**src/rtl/serial_program_loader.sv**
```systemverilog
// Byte-stream program loader: receives a framed image (16-bit LE word count, LE payload words,
// XOR checksum) and writes each assembled word to consecutive RAM addresses.
//
// state   | meaning
// IDLE    | waiting for start after reset
// HDR_LO  | expecting word count bits [7:0]
// HDR_HI  | expecting word count bits [15:8]
// DATA_LO | expecting low byte of the next payload word
// DATA_HI | expecting high byte of the next payload word
// WRITE   | one-cycle RAM write strobe
// CHECK   | expecting the checksum byte
// DONE    | image loaded with a good checksum, waiting for start
// ERROR   | oversize header or bad checksum, waiting for start
module serial_program_loader #(
    parameter int                    ADDR_WIDTH = 16,
    parameter logic [ADDR_WIDTH-1:0] BASE_ADDR  = '0,
    parameter int                    MAX_WORDS  = 256
) (
    input  logic                  i_clock,
    input  logic                  i_reset,
    input  logic                  i_start,
    input  logic [7:0]            i_in_data,
    input  logic                  i_in_valid,
    output logic                  o_in_ready,
    output logic [ADDR_WIDTH-1:0] o_mem_addr,
    output logic                  o_mem_write,
    output logic [15:0]           o_mem_write_data,
    output logic                  o_busy,
    output logic                  o_done,
    output logic                  o_error,
    output logic [15:0]           o_words_loaded
);

    typedef enum logic [3:0] {
        S_IDLE, S_HDR_LO, S_HDR_HI, S_DATA_LO, S_DATA_HI, S_WRITE, S_CHECK, S_DONE, S_ERROR
    } state_t;

    state_t                r_state;
    logic                  r_in_ready;
    logic [ADDR_WIDTH-1:0] r_mem_addr;
    logic                  r_mem_write;
    logic [15:0]           r_mem_write_data;
    logic                  r_busy;
    logic                  r_done;
    logic                  r_error;
    logic [15:0]           r_words_loaded;
    logic [15:0]           r_count;
    logic [15:0]           r_index;
    logic [7:0]            r_checksum;
    logic [7:0]            r_lo;

    logic                  w_xfer;
    logic [15:0]           w_hdr_count;
    logic [15:0]           w_index_next;
    logic [ADDR_WIDTH-1:0] w_write_addr;

    assign w_xfer       = i_in_valid && r_in_ready;
    assign w_hdr_count  = {i_in_data, r_count[7:0]};
    assign w_index_next = r_index + 16'd1;
    assign w_write_addr = BASE_ADDR + ADDR_WIDTH'(r_index);

    always_ff @(posedge i_clock or posedge i_reset) begin
        if (i_reset) begin
            r_state          <= S_IDLE;
            r_in_ready       <= 1'b0;
            r_mem_addr       <= BASE_ADDR;
            r_mem_write      <= 1'b0;
            r_mem_write_data <= 16'd0;
            r_busy           <= 1'b0;
            r_done           <= 1'b0;
            r_error          <= 1'b0;
            r_words_loaded   <= 16'd0;
            r_count          <= 16'd0;
            r_index          <= 16'd0;
            r_checksum       <= 8'd0;
            r_lo             <= 8'd0;
        end else begin
            case (r_state)
                S_IDLE, S_DONE, S_ERROR: begin
                    if (i_start) begin
                        r_state        <= S_HDR_LO;
                        r_in_ready     <= 1'b1;
                        r_busy         <= 1'b1;
                        r_done         <= 1'b0;
                        r_error        <= 1'b0;
                        r_words_loaded <= 16'd0;
                        r_checksum     <= 8'd0;
                        r_index        <= 16'd0;
                    end
                end
                S_HDR_LO: begin
                    if (w_xfer) begin
                        r_count[7:0] <= i_in_data;
                        r_state      <= S_HDR_HI;
                    end
                end
                S_HDR_HI: begin
                    if (w_xfer) begin
                        r_count[15:8] <= i_in_data;
                        if (w_hdr_count == 16'd0) begin
                            r_state <= S_CHECK;
                        end else if ({16'd0, w_hdr_count} > $unsigned(MAX_WORDS)) begin
                            r_state    <= S_ERROR;
                            r_in_ready <= 1'b0;
                            r_busy     <= 1'b0;
                            r_error    <= 1'b1;
                        end else begin
                            r_state <= S_DATA_LO;
                        end
                    end
                end
                S_DATA_LO: begin
                    if (w_xfer) begin
                        r_lo       <= i_in_data;
                        r_checksum <= r_checksum ^ i_in_data;
                        r_state    <= S_DATA_HI;
                    end
                end
                S_DATA_HI: begin
                    // address and data are captured here so they hold steady after the strobe
                    if (w_xfer) begin
                        r_checksum       <= r_checksum ^ i_in_data;
                        r_mem_write_data <= {i_in_data, r_lo};
                        r_mem_addr       <= w_write_addr;
                        r_mem_write      <= 1'b1;
                        r_in_ready       <= 1'b0;
                        r_state          <= S_WRITE;
                    end
                end
                S_WRITE: begin
                    r_mem_write    <= 1'b0;
                    r_in_ready     <= 1'b1;
                    r_index        <= w_index_next;
                    r_words_loaded <= r_words_loaded + 16'd1;
                    r_state        <= (w_index_next == r_count) ? S_CHECK : S_DATA_LO;
                end
                S_CHECK: begin
                    if (w_xfer) begin
                        r_in_ready <= 1'b0;
                        r_busy     <= 1'b0;
                        if (i_in_data == r_checksum) begin
                            r_done  <= 1'b1;
                            r_state <= S_DONE;
                        end else begin
                            r_error <= 1'b1;
                            r_state <= S_ERROR;
                        end
                    end
                end
                default: begin
                    r_state     <= S_IDLE;
                    r_in_ready  <= 1'b0;
                    r_mem_write <= 1'b0;
                    r_busy      <= 1'b0;
                end
            endcase
        end
    end

    assign o_in_ready       = r_in_ready;
    assign o_mem_addr       = r_mem_addr;
    assign o_mem_write      = r_mem_write;
    assign o_mem_write_data = r_mem_write_data;
    assign o_busy           = r_busy;
    assign o_done           = r_done;
    assign o_error          = r_error;
    assign o_words_loaded   = r_words_loaded;

endmodule
```
**config.mk**
```make
export PLATFORM = sky130hd
export DESIGN_NAME = serial_program_loader
export DESIGN_NICKNAME = d
export VERILOG_FILES = /design/src/rtl/serial_program_loader.sv
export SDC_FILE = /design/constraint.sdc
export NUM_CORES = 1
export LEC_CHECK = 0
export CORE_ASPECT_RATIO = 1.5
export CORE_UTILIZATION = 60
export CTS_CLUSTER_SIZE = 40
export DETAILED_ROUTE_END_ITERATION = 10
export PLACE_DENSITY_LB_ADDON = 0.05
export SYNTH_ARGS = -nofsm -noshare
export SYNTH_HDL_FRONTEND = slang
export SYNTH_SLANG_ARGS = --single-unit
```
**constraint.sdc**
```tcl
create_clock -name i_clock -period 11.11 [get_ports i_clock]
set_input_delay 2.7775 -clock i_clock [delete_from_list [all_inputs] [get_ports i_clock]]
set_output_delay 2.7775 -clock i_clock [all_outputs]
set_load 0.01 [all_outputs]
```
# Yosys cells after proc, flatten, opt, wreduce, memory -nomap -nowiden
# Cells that the tools add are included.
[word_totals] reg_bits=105 output_inout_bits=53 elab_cells=104
[op_classes] add_sub_neg=2 magnitude_cmp=1 eq_ne=22 mux=36 bitwise_logic=4 n_reduce_logical=25
[ops] op="$pmux W16 S2" n=2
[ops] op="$mux W4" n=9
[ops] op="$add A16 B1 Y16 const B" n=2
[ops] op="$pmux W4 S7" n=1
[ops] op="$ne A2 B2 Y1 const B" n=10
[ops] op="$reduce_and A6 Y1" n=3
[ops] op="$eq A16 B16 Y1" n=1
[ops] op="$eq A4 B3 Y1 const B" n=4
[ops] op="$gt A16 B9 Y1 const B" n=1
[ops] op="$logic_not A16 Y1" n=1
[ops] op="$mux W16" n=1
[ops] op="$mux W8" n=2
[ops] op="$pmux W8 S2" n=1
[ops] op="$mux W1" n=14
[ops] op="$reduce_and A2 Y1" n=6
[ops] op="$eq A4 B2 Y1 const B" n=2
[ops] op="$eq A8 B8 Y1" n=1
[ops] op="$xor A8 B8 Y8" n=1
[ops] op="$reduce_and A7 Y1" n=1
[ops] op="$reduce_or A7 Y1" n=1
[ops] op="$reduce_bool A2 Y1" n=3
[ops] op="$reduce_or A2 Y1" n=3
[ops] op="$pmux W1 S5" n=1
[ops] op="$eq A4 B1 Y1 const B" n=1
[ops] op="other kinds (14)" n=18

# Longest topological paths before layout
# Gate-level depths: netlist of run 1.
[depth] word_depth=5 mapped_depth=8

# Worst setup path before layout of run 1
# OpenSTA, ideal clock, no wires.
[synth_timing] path_kind="input to register" start="in i_in_valid" end="reg r_mem_write_data[10] (netlist: o_mem_write_data[10])" arrival_ns=4.125 t_required_ns=10.985 path_slack_ns=6.860 path_stages=6 path_buffers=3 cell_sequence="and2_1 > clkbuf_1 > and3_1 > buf_2 > clkbuf_1 > mux2_2"
[synth_via] elab_chain_cells=2
[synth_rtl] element="start: declaration" line="23" source="input logic i_in_valid,"
[synth_rtl] element="$logic_and A1 B1 Y1" line="57" source="assign w_xfer = i_in_valid && r_in_ready;"
[synth_rtl] element="$reduce_and A2 Y1 (no source line)"
[synth_rtl] element="end signal: assignment" line="123" source="r_mem_write_data <= {i_in_data, r_lo};"
[synth_rtl] element="end: declaration" line="42" source="logic [15:0] r_mem_write_data;"
# No other way between the ends.
# A chain may end at the register's enable or synchronous reset.

# Worst setup path after layout of run 1
[layout_timing] start="in i_in_valid" end="reg r_mem_write_data[4] (netlist: o_mem_write_data[4])"
# The elaborated chain is that of the path after synthesis.

==> impl_results.md, run 1 <==
- Sequential cell area: 2630 sq um
- Crit Path Class: in2reg
- Post-synth EDFFs: 0
- DRC: 0
- Final RePlAce weighted congestion: 0.936
- Final ANT Viol Nets: 0
- # hold bufs at CTS: 0
- F_max: 207 MHz
- Post_cts resized: 0
- DRT Wirelength: 12,200 um
- Die Wd: 79.3 um
- Top delay family on crit path: simple AND/OR/NAND/NOR gates
- Cells after Synth: 520
- Status: complete, no violations
- DR pass1 iterations: 4
- Largest net degree at the start of global routing: 73
- Leakage power: 2.66 nW
- Die area: 9350 sq um
- First-pass GRT wire length: 20,400 um
- Initial antenna violation count: 0
- Synth top area share: 0.489
- Chip Height: 118 um
- Ratio of cells with drive above 1 in the final layout: 0.156
- CTS Buf Count: 9
- Slew margin rel.: 0.249
- Hold Path Class: reg2reg
- Post-synth net total: 534
- Slowest cell delay on critical path: 0.71 ns
- Hold endpoint: o_done
- Mean Syn Cell Area: 10.3 sq um
- Unrepaired setup endpoints after global routing: false
- Worst Setup End Kind: flip-flop
- Period Utilization, post-route: 0.434
- Diode count: 0
- Area of the multi-input gates: 2580 sq um
- Max-cap violation count: 0
- Reg2Reg Launch Point: r_state[0]
- Hold Crit Start: o_done
- Final slew viol count: 0
- Final setup margin: 6.29 ns
- CP Max Fanout: 20
- Post-synth top cells: dfrtp_1, o21ai_0, mux2_2, nand2_1, nor2_1
- PortBufs: 64
- Via density: 6.24
- Worst Clk Skew: 0.00718 ns
- Hold Fails Final Rpt: 0
- IO Pins: 65
- Dpl hpwl: 8360 um
- Initial drt markers: 270
- Total setup buffers inserted after CTS: 0
- Final setup fails: 0
- Overall Power: 1.41 mW
- Setup_tns: 0 ns
- VDD IR-drop max: 160 uV
- Nets: 580
- Core area: 8570 sq um
- Most common cell in the netlist: dfrtp_1
- Reg2reg setup slack: 8.21 ns
- Initial Util: 0.627
- Gr ovfl total: 0
- Top cells by area, synth: dfrtp_1, mux2_2, o21ai_0
- Root buffer cell: clkbuf_16
- Post-synth ARST share: 1.00
- Clock-pin slew on the worst setup and hold paths: 0.08 ns
- Avg WL per Cell: 18.1 um
- Bufs and invs on worst path: 2
- Row cnt: 41
- Yosys warnings: 0
- Worst Hold Slack: 0.496 ns
- Min cycle time layout: 4.82 ns
- Slowest-stage cell, CP: and3_1
- Ys flop type: dfrtp_1
- RR Endpoint: r_index[15]
- CP startpoint kind: primary input
- Post-Place Worst Slack: 5.92 ns
- Slew of the pin with the lowest slew margin: 1.12 ns
- Tot GR Track Use: 0.280
- Clock Latency Late Sink: 0.35 ns
- CP Cell Sequence: clkdlybuf4s50_1 -> and2_1 -> and3_1 -> buf_4 -> mux2_2
- Vias in the first global route: 4,121
- CTS Buffer Depth: 2
- H-tree depth: 3
- TritonCTS clock tree: yes
- R2R depth: 4
- Area growth, synth to finish: 17.8%
- Fillers: 613
- CP arrival: 5.06 ns
- Power Density: 222 nW/um^2
- Vias: 4,228
- Yosys reg bits: 105
- CP Depth: 5
- Synthesized area: 5370 sq um
- Worst hold path cell count: 2
- Area leader, netlist: dfrtp_1
- Clk sinks: 105
- Req. time, crit path: 11.35 ns
- Register area share after synthesis: 0.489
- Distinct cell type count after synthesis: 61
[tightest hold or removal path, cell delays in order, from the launching register on]
cell     delay [ns]
dfrtp_1        0.35
nand2_1        0.05
o21ai_0        0.07
[layer usage]
layer  part of all wire  up-vias  global-route usage
met5                  0        -                   0
met4              0.020        0              0.0977
met3              0.036       19              0.0419
met2               0.52      128               0.478
met1               0.43     2103               0.357
li1                   -     1978                   -
[per-stage QoR]
stage          std cells   util  instance area, sq um
3_5_place_dp         662  0.705                  6040
5_1_grt              678  0.739                  6330
2_1_floorplan        520      -                  5370
4_1_cts              678  0.739                  6330
3_3_place_gp         662  0.705                  6040
6_report             678  0.739                  6330
[power by group]
part / leakage (nW) / switching (mW) / internal (mW)
clock network: 0.139 / 0.151 / 0.158
logic: 1.12 / 0.232 / 0.262
registers: 1.40 / 0.111 / 0.492
[how the worst max path moves through the flow]
| stage | startpoint | endpoint | slack (ns) |
|---|---|---|---|
| after floorplan | i_reset | o_busy | 5.57 |
| after global placement | i_in_valid | o_mem_write_data[9] | 5.99 |
| after detailed placement | i_in_valid | o_mem_write_data[4] | 5.92 |
| after CTS | i_in_valid | o_mem_write_data[4] | 6.30 |
| after global routing | i_in_valid | r_checksum[0] | 6.14 |
| final | i_in_valid | o_mem_write_data[4] | 6.29 |
[layout by cell type, fill, tap and decap left out, types with 3 or more instances in the layout]
| cell type | synthesis | layout |
|---|---|---|
| or3_1 | 3 | 3 |
| a22o_1 | 8 | 8 |
| xnor2_1 | 24 | 24 |
| a31oi_1 | 5 | 5 |
| mux2_2 | 56 | 56 |
| o211ai_1 | 5 | 5 |
| nand2b_1 | 3 | 3 |
| buf_4 | 1 | 4 |
| and2_1 | 3 | 3 |
| clkdlybuf4s50_1 | 0 | 64 |
| nor2b_1 | 13 | 13 |
| a21oi_1 | 3 | 3 |
| nor4_1 | 6 | 6 |
| nand3_1 | 24 | 24 |
| o31ai_1 | 8 | 8 |
| nor2_1 | 28 | 28 |
| nand2_1 | 44 | 44 |
| dfrtp_1 | 105 | 105 |
| inv_1 | 5 | 4 |
| and3_1 | 4 | 4 |
| nand4_1 | 9 | 9 |
| clkbuf_16 | 0 | 9 |
| o21ai_0 | 64 | 64 |
| or4_1 | 3 | 3 |
| xor2_1 | 8 | 8 |
| nor3_1 | 10 | 10 |
| a22oi_1 | 4 | 4 |
[kinds of logic after synthesis]
family / after synthesis / synth area share
AND/OR/NAND/NOR: 166 / 0.163
flip-flops: 105 / 0.489
multiplexers: 57 / 0.119
buffers and inverters: 38 / 0.0303
adder cells (fa/ha/maj): 2 / 0.00466
AO/OA/AOI/OAI: 120 / 0.142
XOR/XNOR: 32 / 0.0522
[final cells by class]
type | instances | area share
flip-flops and latches | 105 | 0.415
clock inverters | 6 | 0.0101
clock buffers | 10 | 0.0362
repair buffers | 68 | 0.106
multi-input cells | 377 | 0.408
inverters | 5 | 0.00336
well taps | 107 | 0.0212
[sequential cells by signal, summed over array words and instances (netlist names), 4 cells and up]
signal	cells
r_checksum	8
r_lo	8
o_mem_write_data	16
o_words_loaded	16
o_mem_addr	16
r_state	4
r_count	16
r_index	16
Power figures use the tool's default switching activity.
==> run 2, diff against run 1 <==
Settings changed: CORE_UTILIZATION 60 to 56.
Clock period 11.11 ns to 4.5 ns, I/O delays scaled along.
==> run 2 against run 1 <==
- combinational power up 150%
- non-clock buffer count up 2
- total power up 150%
- sequential power up 150%
- setup slack worse by 4.9 ns
- clock power rose to 2.6 times the previous value
- sequential share of layout area down 0.21 points
- global-route usage down 1.5 points
- highest routed layer unchanged
==> impl_results.md, run 2 (synthesized netlist as in run 1, its figures left out) <==
- Initial antenna violation count: 0 (unchanged)
- Fin area: 6360 sq um (was 6330 sq um)
- GRT met2 Usage: 0.421 (was 0.478)
- Die Wd: 82.0 um (was 79.3 um)
- Initial drt markers: 282 (was 270)
- # hold bufs at CTS: 0 (unchanged)
- Via density: 6.15 (was 6.24)
- CP startpoint kind: primary input (unchanged)
- Clock network power share: 0.230 (was 0.220)
- Commonest non-fill, non-tap cells in the layout: dfrtp_1, o21ai_0, clkdlybuf4s50_1 (unchanged)
- Internal power: 2.31 mW (was 0.912 mW)
- Ratio of cells with drive above 1 in the final layout: 0.159 (was 0.156)
- Post-Place Worst Slack: 1.14 ns (was 5.92 ns)
- Diode count: 0 (unchanged)
- Root buffer cell: clkbuf_16 (unchanged)
- CP Max Fanout: 9 (was 20)
- F_max: 323 MHz
- Clk sinks: 105 (unchanged)
- CP endpoint: r_checksum[2] (was o_mem_write_data[4])
- RR Endpoint: r_state[0] (was r_index[15])
- Area growth, synth to finish: 18.4% (was 17.8%)
- TritonCTS clock tree: yes (unchanged)
- Min cycle time layout: 3.09 ns
- Tot GR Track Use: 0.265 (was 0.280)
- Largest net degree at the start of global routing: 55 (was 73)
- Final slew viol count: 0 (unchanged)
- DRC: 0 (unchanged)
- Core area: 9310 sq um (was 8570 sq um)
- Reg2reg setup slack: 1.71 ns (was 8.21 ns)
- VDD IR-drop max: 350 uV (was 160 uV)
- Worst Clk Skew: 0.00569 ns (was 0.00718 ns)
- Dpl hpwl: 8350 um (was 8360 um)
- Gr ovfl total: 0 (unchanged)
- Total setup buffers inserted after CTS: 0 (unchanged)
- Overall Power: 3.51 mW (was 1.41 mW)
- Reg2Reg Launch Point: r_index[4] (was r_state[0])
- Vias in the first global route: 4,108 (was 4,121)
- Period Utilization, post-route: 0.687
- DRT Wirelength: 12,000 um (was 12,200 um)
- Unrepaired setup endpoints after global routing: false (unchanged)
- Slew of the pin with the lowest slew margin: 0.767 ns (was 1.12 ns)
- Row cnt: 43 (was 41)
- Setup_tns: 0 ns (unchanged)
- Final ANT Viol Nets: 0 (unchanged)
- Leakage power: 2.67 nW (was 2.66 nW)
- Most common cell after layout, fill and taps aside: dfrtp_1 (unchanged)
- CTS Buf Count: 9 (unchanged)
- Sequential power share: 0.424 (was 0.429)
- CTS Buffer Depth: 2 (unchanged)
- Switch Pwr: 1.20 mW (was 0.494 mW)
- Crit Path Class: in2reg (unchanged)
- PortBufs: 64 (unchanged)
- Comb pwr share: 0.346 (was 0.352)
- Req. time, crit path: 4.78 ns (was 11.35 ns)
- Final setup fails: 0 (unchanged)
- Vias: 4,204 (was 4,228)
- Power Density: 552 nW/um^2 (was 222 nW/um^2)
- IO Pins: 65 (unchanged)
- Slew margin rel.: 0.486 (was 0.249)
- Avg WL per Cell: 17.6 um (was 18.1 um)
- R2R depth: 6 (was 4)
- Die area: 10,000 sq um (was 9350 sq um)
- Hold Path Class: reg2reg (unchanged)
- Final RePlAce weighted congestion: 0.924 (was 0.936)
- CP arrival: 3.37 ns (was 5.06 ns)
- Layer with the highest usage: met2 (unchanged)
- Clock Latency Late Sink: 0.35 ns (about the same)
- CP Launch Point: i_in_valid (unchanged)
- GR Layer Usage met1: 0.354 (was 0.357)
- Status: complete, no violations (unchanged)
- Final setup margin: 1.41 ns (was 6.29 ns)
- Worst Hold Slack: 0.486 ns (was 0.496 ns)
- Worst Setup End Kind: flip-flop (unchanged)
- Met3 Usage GRT: 0.0404 (was 0.0419)
- Chip Height: 122 um (was 118 um)
- Post_cts resized: 0 (unchanged)
- Sw Ratio: 0.342 (was 0.351)
- Clock-pin slew on the worst setup and hold paths: 0.07 ns (was 0.08 ns)
- Nets: 582 (was 580)
- Max-cap violation count: 0 (unchanged)
- Initial Util: 0.577 (was 0.627)
- DP Area: 6060 sq um (was 6040 sq um)
- # placed instances: 669 (was 662)
- H-tree depth: 3 (unchanged)
- Final core utilization: 0.684 (was 0.739)
- Post-route insts no fill: 684 (was 678)
- DR pass1 iterations: 5 (was 4)
- First-pass GRT wire length: 20,100 um (was 20,400 um)
- Hold Fails Final Rpt: 0 (unchanged)
[run 2: layer usage]
| metal | up-vias | part of all wire |
|---|---|---|
| met2 | 155 | 0.48 |
| met5 | - | 0 |
| met3 | 32 | 0.043 |
| met1 | 2039 | 0.44 |
| li1 | 1978 | - |
| met4 | 0 | 0.032 |
[run 2: cell type report]
type                    instances  area [sq um]
clock inverters                 5          65.1
inverters                       5          21.3
multi-input cells             377          2580
clock buffers                  10           239
flip-flops and latches        105          2630
repair buffers                 70           686
fillers                       739          2950
well taps                     112           140
[run 2: worst min-delay path by stage]
stage                    endpoint               start  cells past startpoint  slack (ns)
3_5_place_dp          o_mem_write         o_mem_write                      1        0.48
6_report              o_mem_write         o_mem_write                      1        0.49
3_3_place_gp          o_mem_write         o_mem_write                      1        0.47
4_1_cts               o_mem_write         o_mem_write                      1        0.50
5_1_grt        o_words_loaded[15]  o_words_loaded[15]                      1        0.52
2_1_floorplan             r_lo[0]             r_lo[0]                      1        0.47
[run 2: power by group through the flow]
| stage | sequential, mW | combinational [mW] | clock, mW |
|---|---|---|---|
| floorplan | 1.44 | 0.814 | 0 |
| global placement | 1.49 | 1.18 | 0 |
| detailed placement | 1.50 | 1.21 | 0 |
| CTS | 1.49 | 1.22 | 0.819 |
| global route | 1.53 | 1.34 | 0.858 |
| finish | 1.49 | 1.22 | 0.806 |
[run 2: critical path: stages]
cell	delay [ns]
clkdlybuf4s50_1	0.51
and2_1	0.30
o2bb2ai_1	0.16
a22oi_1	0.08
o21ai_1	0.43
nor2b_1	0.53
a22o_1	0.25
